## src/rtl/rv32_pkg.sv

```systemverilog
// Shared RV32I decode definitions: widths, opcodes, ALU operation codes and the
// ID/EX pipeline register layout.
package rv32_pkg;

  localparam int XLEN  = 32;
  localparam int PC_W  = 32;
  localparam int NREGS = 32;

  localparam logic [31:0] NOP = 32'h00000033;

  localparam logic [6:0] OPC_OP     = 7'b0110011;
  localparam logic [6:0] OPC_OP_IMM = 7'b0010011;
  localparam logic [6:0] OPC_LOAD   = 7'b0000011;
  localparam logic [6:0] OPC_STORE  = 7'b0100011;
  localparam logic [6:0] OPC_BRANCH = 7'b1100011;
  localparam logic [6:0] OPC_LUI    = 7'b0110111;
  localparam logic [6:0] OPC_AUIPC  = 7'b0010111;
  localparam logic [6:0] OPC_JAL    = 7'b1101111;
  localparam logic [6:0] OPC_JALR   = 7'b1100111;

  typedef enum logic [3:0] {
    ALU_ADD    = 4'd0,
    ALU_SUB    = 4'd1,
    ALU_SLL    = 4'd2,
    ALU_SLT    = 4'd3,
    ALU_SLTU   = 4'd4,
    ALU_XOR    = 4'd5,
    ALU_SRL    = 4'd6,
    ALU_SRA    = 4'd7,
    ALU_OR     = 4'd8,
    ALU_AND    = 4'd9,
    ALU_PASS_B = 4'd10
  } alu_op_e;

  typedef struct packed {
    logic [PC_W-1:0] pc;
    logic [XLEN-1:0] rs1_val;
    logic [XLEN-1:0] rs2_val;
    logic [XLEN-1:0] imm;
    logic [4:0]      rd;
    logic [3:0]      alu_op;
    logic            alu_src;
    logic            mem_rd;
    logic            mem_wr;
    logic            branch;
    logic            jump;
    logic            illegal;
  } idex_t;

  // alt selects SUB/SRA (instr[30]) where the funct3 has a second flavour
  function automatic alu_op_e alu_from_funct3(input logic [2:0] funct3, input logic alt);
    case (funct3)
      3'b000:  return alt ? ALU_SUB : ALU_ADD;
      3'b001:  return ALU_SLL;
      3'b010:  return ALU_SLT;
      3'b011:  return ALU_SLTU;
      3'b100:  return ALU_XOR;
      3'b101:  return alt ? ALU_SRA : ALU_SRL;
      3'b110:  return ALU_OR;
      default: return ALU_AND;
    endcase
  endfunction

endpackage

```

## src/rtl/decode_stage_regfile.sv

```systemverilog
// 32x32 register file, two async read ports with write-first bypass, one sync write.
// x0 always reads 0; writes to it are dropped. Not reset.
module decode_stage_regfile
  import rv32_pkg::*;
(
  input  logic            clk,
  input  logic [4:0]      raddr1,
  input  logic [4:0]      raddr2,
  output logic [XLEN-1:0] rdata1,
  output logic [XLEN-1:0] rdata2,
  input  logic            wen,
  input  logic [4:0]      waddr,
  input  logic [XLEN-1:0] wdata
);

  logic [XLEN-1:0] mem [NREGS];

  always_ff @(posedge clk) begin
    if (wen && waddr != 5'd0) mem[waddr] <= wdata;
  end

  always_comb begin
    rdata1 = '0;
    rdata2 = '0;
    if (raddr1 != 5'd0) rdata1 = (wen && waddr == raddr1) ? wdata : mem[raddr1];
    if (raddr2 != 5'd0) rdata2 = (wen && waddr == raddr2) ? wdata : mem[raddr2];
  end

endmodule

```

## src/rtl/decode_stage.sv

```systemverilog
// RV32I decode: operand read, immediate/control generation, registered into ID/EX.
// One-cycle latency; stalls (holds ID/EX) while execute withholds ex_ready.
module decode_stage
  import rv32_pkg::*;
(
  input  logic            clk,
  input  logic            resetn,
  input  logic            if_valid,
  input  logic [31:0]     if_instr,
  input  logic [PC_W-1:0] if_pc,
  output logic            id_ready,
  input  logic            flush,
  input  logic            wb_en,
  input  logic [4:0]      wb_rd,
  input  logic [XLEN-1:0] wb_data,
  input  logic            ex_ready,
  output logic            ex_valid,
  output logic [PC_W-1:0] ex_pc,
  output logic [XLEN-1:0] ex_rs1_val,
  output logic [XLEN-1:0] ex_rs2_val,
  output logic [XLEN-1:0] ex_imm,
  output logic [4:0]      ex_rd,
  output logic [3:0]      ex_alu_op,
  output logic            ex_alu_src,
  output logic            ex_mem_rd,
  output logic            ex_mem_wr,
  output logic            ex_branch,
  output logic            ex_jump,
  output logic            ex_illegal
);

  logic [6:0]      opcode;
  logic [2:0]      funct3;
  logic [6:0]      funct7;
  logic [4:0]      rd_field;
  logic [XLEN-1:0] rs1_data, rs2_data;
  logic [XLEN-1:0] imm_i, imm_s, imm_b, imm_u, imm_j;
  idex_t           dec, idex_q;
  logic            valid_q;

  assign opcode   = if_instr[6:0];
  assign funct3   = if_instr[14:12];
  assign funct7   = if_instr[31:25];
  assign rd_field = if_instr[11:7];

  decode_stage_regfile u_regfile (
    .clk    (clk),
    .raddr1 (if_instr[19:15]),
    .raddr2 (if_instr[24:20]),
    .rdata1 (rs1_data),
    .rdata2 (rs2_data),
    .wen    (wb_en),
    .waddr  (wb_rd),
    .wdata  (wb_data)
  );

  assign imm_i = {{20{if_instr[31]}}, if_instr[31:20]};
  assign imm_s = {{20{if_instr[31]}}, if_instr[31:25], if_instr[11:7]};
  assign imm_b = {{19{if_instr[31]}}, if_instr[31], if_instr[7], if_instr[30:25], if_instr[11:8], 1'b0};
  assign imm_u = {if_instr[31:12], 12'b0};
  assign imm_j = {{11{if_instr[31]}}, if_instr[31], if_instr[19:12], if_instr[20], if_instr[30:21], 1'b0};

  // Illegal encodings leave rd and all side-effect controls at their zero defaults
  always_comb begin
    dec         = '0;
    dec.pc      = if_pc;
    dec.rs1_val = rs1_data;
    dec.rs2_val = rs2_data;
    dec.alu_op  = ALU_ADD;
    case (opcode)
      OPC_OP: begin
        if (funct7 == 7'b0000000 || funct7 == 7'b0100000) begin
          dec.alu_op = alu_from_funct3(funct3, funct7[5]);
          dec.rd     = rd_field;
        end else begin
          dec.illegal = 1'b1;
        end
      end
      OPC_OP_IMM: begin
        dec.imm     = imm_i;
        dec.alu_src = 1'b1;
        dec.alu_op  = alu_from_funct3(funct3, (funct3 == 3'b101) && if_instr[30]);
        dec.rd      = rd_field;
      end
      OPC_LOAD: begin
        dec.imm     = imm_i;
        dec.alu_src = 1'b1;
        dec.mem_rd  = 1'b1;
        dec.rd      = rd_field;
      end
      OPC_STORE: begin
        dec.imm     = imm_s;
        dec.alu_src = 1'b1;
        dec.mem_wr  = 1'b1;
      end
      OPC_BRANCH: begin
        dec.imm    = imm_b;
        dec.branch = 1'b1;
        dec.alu_op = {1'b0, funct3};
      end
      OPC_LUI: begin
        dec.imm     = imm_u;
        dec.alu_src = 1'b1;
        dec.alu_op  = ALU_PASS_B;
        dec.rd      = rd_field;
      end
      OPC_AUIPC: begin
        dec.imm     = imm_u;
        dec.alu_src = 1'b1;
        dec.rd      = rd_field;
      end
      OPC_JAL: begin
        dec.imm     = imm_j;
        dec.alu_src = 1'b1;
        dec.jump    = 1'b1;
        dec.rd      = rd_field;
      end
      OPC_JALR: begin
        dec.imm     = imm_i;
        dec.alu_src = 1'b1;
        dec.jump    = 1'b1;
        dec.rd      = rd_field;
      end
      default: dec.illegal = 1'b1;
    endcase
  end

  assign id_ready = ex_ready | ~valid_q;

  always_ff @(posedge clk) begin
    if (!resetn) begin
      valid_q <= 1'b0;
      idex_q  <= '0;
    end else if (flush) begin
      valid_q <= 1'b0;
    end else if (id_ready) begin
      valid_q <= if_valid;
      if (if_valid) idex_q <= dec;
    end
  end

  assign ex_valid   = valid_q;
  assign ex_pc      = idex_q.pc;
  assign ex_rs1_val = idex_q.rs1_val;
  assign ex_rs2_val = idex_q.rs2_val;
  assign ex_imm     = idex_q.imm;
  assign ex_rd      = idex_q.rd;
  assign ex_alu_op  = idex_q.alu_op;
  assign ex_alu_src = idex_q.alu_src;
  assign ex_mem_rd  = idex_q.mem_rd;
  assign ex_mem_wr  = idex_q.mem_wr;
  assign ex_branch  = idex_q.branch;
  assign ex_jump    = idex_q.jump;
  assign ex_illegal = idex_q.illegal;

endmodule
```

## config.mk

```make
export PLATFORM = sky130hd
export DESIGN_NAME = decode_stage
export DESIGN_NICKNAME = d
export VERILOG_FILES = /design/src/rtl/rv32_pkg.sv /design/src/rtl/decode_stage_regfile.sv /design/src/rtl/decode_stage.sv
export SDC_FILE = /design/constraint.sdc
export NUM_CORES = 2
export LEC_CHECK = 0
export BUFFER_PORTS_ARGS = -buffer_cell sky130_fd_sc_hd__buf_2
export CORE_UTILIZATION = 38
export CTS_BUF_LIST = sky130_fd_sc_hd__clkbuf_16
export CTS_CLUSTER_SIZE = 25
export DETAILED_ROUTE_END_ITERATION = 10
export PLACE_DENSITY = 0.65
export SYNTH_ARGS = -nofsm -noshare
export SYNTH_HDL_FRONTEND = slang
export SYNTH_SLANG_ARGS = --single-unit
```

## constraint.sdc

```tcl
create_clock -name clk -period 3.3 [get_ports clk]
set_input_delay 0.495 -clock clk [delete_from_list [all_inputs] [get_ports clk]]
set_output_delay 0.495 -clock clk [all_outputs]
set_load 0.02 [all_outputs]
```

# Word-level counts from Yosys, hierarchy flattened

Memories as Yosys holds them, arrays and structs flattened.
Cells that the tools add are included.

Bits in registers: 144
Bits in writable memories: 1024
Logic and storage cells: 77
Memories: 1

Memories:

| name          | words | width | rd ports | clocked after memory_dff | write ports | line                       | RTL |
|---|---|---|---|---|---|---|---|
| u_regfile.mem | 32    | 32    | 2        | 0                        | 1           | decode_stage_regfile.sv:16 | `logic [XLEN-1:0] mem [NREGS];` |

Equal/unequal tests: 18
Muxes and demuxes: 23
Bitwise operators: 4
Reduce and logical (&&, ||, !) cells: 18

Operator list:

| kind                 | number |
|---|---|
| $pmux W32 S5         | 1 |
| $mux W32             | 4 |
| $pmux W4 S7          | 2 |
| $eq A7 B6 Y1 const B | 4 |
| $eq A7 B7 Y1 const B | 3 |
| $pmux W4 S4          | 1 |
| $reduce_bool A5 Y1   | 3 |
| $eq A7 B5 Y1 const B | 2 |
| $mux W1              | 12 |
| $eq A5 B5 Y1         | 2 |
| $pmux W5 S2          | 1 |
| $eq A3 B3 Y1 const B | 3 |
| $mux W9              | 1 |
| $reduce_or A8 Y1     | 1 |
| $eq A7 B2 Y1 const B | 1 |
| $logic_not A7 Y1     | 1 |
| $reduce_or A7 Y1     | 1 |
| $eq A3 B2 Y1 const B | 2 |
| $reduce_or A2 Y1     | 3 |
| $reduce_or A6 Y1     | 1 |
| $logic_and A1 B1 Y1  | 4 |
| $eq A3 B1 Y1 const B | 1 |
| $logic_not A3 Y1     | 1 |
| $not A1 Y1           | 3 |
| other kinds (5)      | 5 |

# Depth between registers and ports, before layout

Depth in word-level cells: 5
Depth in mapped cells: 11
Depth with buffers taken out: 6

# Cells and area by module

Synthesis repeated with hierarchy kept, for this count alone.

Cells, all modules: 3201
Area total of the unflattened synthesis: 53471.3 sq um

Modules (own cells, without submodules):

| module               | instances | cells an instance | area an instance (sq um) |
|---|---|---|---|
| decode_stage_regfile | 1         | 2520              | 47869.7 |
| decode_stage         | 1         | 681               | 5601.6 |

# Worst setup path before layout

OpenSTA, ideal clock, no wires.

Path kind: input to register
Start point: in wb_rd[3]
End point: mem u_regfile.mem[25][0], enable pin
Library setup time: 0.421 ns
Arrival time: 2.446 ns
Slack: 0.433 ns
Stages: 4
Path through: clkbuf_1 -> nor2b_1 -> nand3_1 -> nor2_1

Word-level cells in the longest chain between the ends: 4

Ends and longest elaborated chain:

| item                          | line                       | RTL |
|---|---|---|
| start, declared               | decode_stage.sv:14         | `input logic [4:0] wb_rd,` |
| $reduce_bool A5 Y1            | decode_stage_regfile.sv:19 | `if (wen && waddr != 5'd0) mem[waddr] <= wdata;` |
| $logic_and A1 B1 Y1           | decode_stage_regfile.sv:19 |  |
| $mux W1                       | decode_stage_regfile.sv:19 |  |
| $mux W1 (implied by the code) | decode_stage_regfile.sv:19 |  |
| end, declared                 | decode_stage_regfile.sv:16 |  |

Parallel ways exist; a longest one is shown, timed or not.

# Worst setup path after layout

Start point: in flush
End point: reg idex_q, in the netlist ex_rs1_val[4]

Word-level cells in the longest chain between the ends: 2

Ends and longest elaborated chain:

| item                        | line                | RTL |
|---|---|---|
| start, declared             | decode_stage.sv:12  | `input logic flush,` |
| $not A1 Y1 (no line)        | -                   |  |
| $reduce_and A3 Y1 (no line) | -                   |  |
| end signal, assigned        | decode_stage.sv:133 | `idex_q <= '0;` |
| end signal, assigned        | decode_stage.sv:138 | `if (if_valid) idex_q <= dec;` |
| end, declared               | decode_stage.sv:38  | `idex_t dec, idex_q;` |

Every way passes these cells.
A chain may end at the register's enable or synchronous reset.

==> metrics <==
top cells by area, synth=edfxtp_1 58%, mux4_2 22%, dfxtp_1 5.4%, mux2i_1 3.4%, a22oi_1 1.9%; Setup WS pre-CTS=0.439 ns; RSZ-0062 raised after global routing=false; Hold/Removal Path Class=input pin to register; grt total ovfl=0; Min-Delay Startpoint=if_pc[24]; # DRC=0; Pleak=20.5 nW; Final Util=44.8%; Starting Density=38.4%; Post-synth EDFFs=1,024; # rows=136; startpoint types=input pin; DP HPWL=101,000 um; DP Cell Count=4,901; initial antenna violation count=15; worst path arrival time=3.06 ns; non-filler cells, final=5,145; sequential share of power=49.5%; Synth top area share=58.1%; Worst setup EP type=register; Layout Nets=3,344; Tightest Pin Transition=0.949 ns; PortBufs=251; slowest CP cell=dlygate4sd3_1; synthesis-to-layout area growth=16.6%; Via Count=32,130; NetSw=0.00771 W; drt wl/cell=32.2 um; largest net degree at the start of global routing=58; Buf/Inv on CP=4; Critical Path RT=3.94 ns; TritonCTS Sinks=1,168; setup TNS=0 ns; minimum clock period=2.42 ns; delay-heaviest family, CP=buffers and inverters; Die Width=375 um; core area=138,000 um^2; predominant post-synthesis flop cell=edfxtp_1; vias per inst=6.24; layout cell share with drive strength beyond 1=34.9%; r2r startpoint=ex_valid; die area=141,000 um^2; syn_area_per_cell=18.2 um^2; Max Clk Rate=412 MHz; Final Worst Setup Slack=0.876 ns; Internal=0.0256 W; VDD IR max=0.000430 V; ANT nets after route=0; switching share of power=23.2%; Clk pin slew, worst setup/hold paths=0.07 ns; Max Slew Vio Count=0; cell mode on critical path=buf_4; FILL cells=11,781; Setup Skew=0.0254 ns; Final period util=73.5%; routability cong.=0.862; CTS Buffer Depth=3; WHS=0.0395 ns; final wirelength=166,000 um; area leader, netlist=edfxtp_1; critical path class=input pin to register; sequential share of the synthesized area=63.6%; CTS root buf=clkbuf_16; DRT Pass-1 Iters=5; number of hold violations in the final report=0; total global-route track usage=23.3%; FF+latch count, synth=1,168; crit path from=flush; Setup Viol. Count Final=0; die height=375 um; Syn. warnings=0; vias in the first global route=31,715; CTS tree=yes; Clock Latency Late Sink=0.73 ns; Clock power frac=41.8%; cell area after synthesis=52,900 um^2; post-CTS setup buffer count=0; status=finished, final reports clean; Yosys cell types=59; Async SR Flop Fraction=0%; CP Max Fanout=22; Slew headroom=36.7%; total CTS buffers=120; Comb pwr share=8.7%; H-tree depth=3; DRT iter0 DRCs=3,895; first-pass GRT wire length=234,000 um; max cap viols=0; CP Cell Sequence=dlygate4sd3_1 > buf_2 > nand4b_1 > buf_4 > a21oi_1 > nor2b_4 > buf_4 > a22oi_1 > o21ai_0; I/O pin count=252; Post-Syn Instances=2,903; power per cell area=539 nW/um^2; largest stage delay on the critical path=0.53 ns
==> placed cells by master, fill, tap and decap left out, types with 7 or more instances in the layout <==
| master | n |
|---|---|
| a21boi_0 | 45 |
| a21oi_1 | 61 |
| a221o_1 | 12 |
| a221oi_1 | 26 |
| a22oi_1 | 133 |
| a311oi_1 | 9 |
| buf_12 | 49 |
| buf_2 | 244 |
| buf_4 | 108 |
| bufinv_16 | 17 |
| clkbuf_16 | 122 |
| clkinv_1 | 28 |
| clkinv_2 | 25 |
| clkinvlp_4 | 9 |
| conb_1 | 32 |
| dfxtp_1 | 144 |
| diode_2 | 7 |
| dlygate4sd3_1 | 8 |
| edfxtp_1 | 1024 |
| inv_1 | 19 |
| mux2i_1 | 179 |
| mux4_2 | 520 |
| nand2_1 | 168 |
| nand2b_1 | 7 |
| nand3_1 | 15 |
| nor2_1 | 38 |
| nor2_4 | 34 |
| nor2b_1 | 33 |
| nor3_1 | 10 |
| o21ai_0 | 77 |
| o21ai_1 | 20 |
| o221ai_1 | 7 |
| o22ai_1 | 15 |
==> metrics by stage <==
stage / power [W] / cell area [um^2]
6_report: 0.0333 / 61700
5_1_grt: 0.0342 / 61700
4_1_cts: 0.0335 / 61700
3_5_place_dp: 0.0197 / 57600
3_3_place_gp: 0.0197 / 57600
2_1_floorplan: 0.0185 / 53000
==> flip-flops by register name, indices dropped and copies added (netlist names), 4 cells and up <==
register and count:
ex_rd 5, ex_rs2_val 32, ex_imm 32, u_regfile.mem 1024
ex_rs1_val 32, ex_alu_op 4, ex_pc 32
==> cell type report <==
type                    count  area, um^2  area share (%)
diodes                      7        17.5          0.0284
clock buffers             122        3050            4.95
clock inverters           107         991            1.61
inverters                   3        11.3          0.0182
multi-input cells        1529       18600            30.1
flip-flops and latches   1168       33600            54.5
well taps                1794        2240            3.64
repair buffers            415        3180            5.15
==> repair_timing <==
action,4_1_cts,5_1_grt
hold buffers,8,0
gates resized for setup,0,0
endpoints found under the hold margin,8,0
==> final timing paths <==
kind                        end  slack, ns  cells after the start
setup / recovery  ex_rs1_val[4]       0.88                      9
hold / removal        ex_pc[24]       0.04                      3
hold reg to reg        ex_pc[3]       0.46                      2
setup reg to reg  ex_rs1_val[4]       0.92                      8
==> worst register-to-register path, delay by kind of cell, from the launching register on <==
kind / cells / cell delay [ns]
AND/OR/NAND/NOR: 3 / 0.72
buffers and inverters: 2 / 0.77
AO/OA/AOI/OAI: 3 / 0.48
flip-flops: 1 / 0.33
==> cells in the mapped netlist, types with 20 or more instances <==
| cell | n |
|---|---|
| a21boi_0 | 46 |
| a21oi_1 | 61 |
| dfxtp_1 | 144 |
| o21ai_1 | 20 |
| a22oi_1 | 133 |
| mux2i_1 | 179 |
| nor2b_1 | 37 |
| o21ai_0 | 77 |
| edfxtp_1 | 1024 |
| a221oi_1 | 26 |
| nor2_1 | 72 |
| clkbuf_1 | 119 |
| buf_2 | 55 |
| mux4_2 | 520 |
| buf_1 | 34 |
| nand2_1 | 169 |
==> power by group through the flow <==
stage | Sequential [W] | Combinational (W) | Clock [W]
2_1_floorplan | 0.0168 | 0.00167 | 0
3_3_place_gp | 0.0168 | 0.00287 | 0
3_5_place_dp | 0.0168 | 0.00289 | 0
4_1_cts | 0.0165 | 0.00290 | 0.0141
5_1_grt | 0.0165 | 0.00306 | 0.0146
6_report | 0.0165 | 0.00290 | 0.0139
==> cells by family (layout without fill, tap and decap cells) <==
group	count (synthesis)	after routing	synth area share [%]
muxes	705	705	25.6
AOI/OAI and AO/OA	434	434	5.55
and+or+nand+nor	348	348	3.00
other	1	39	0.00709
buffers and inverters	237	647	2.08
xor gates and xnor gates	10	10	0.166
DFF	1168	1168	63.6
==> metal layers <==
metal  GRT usage (%)  part of all wire (%)  up-vias
li1                -                     -    12896
met3            4.97                    11      306
met2            37.6                    48     1896
met5               0                 0.048        -
met4            7.43                   3.4       12
met1            31.4                    38    17020
(Power assumes the default switching activity.)
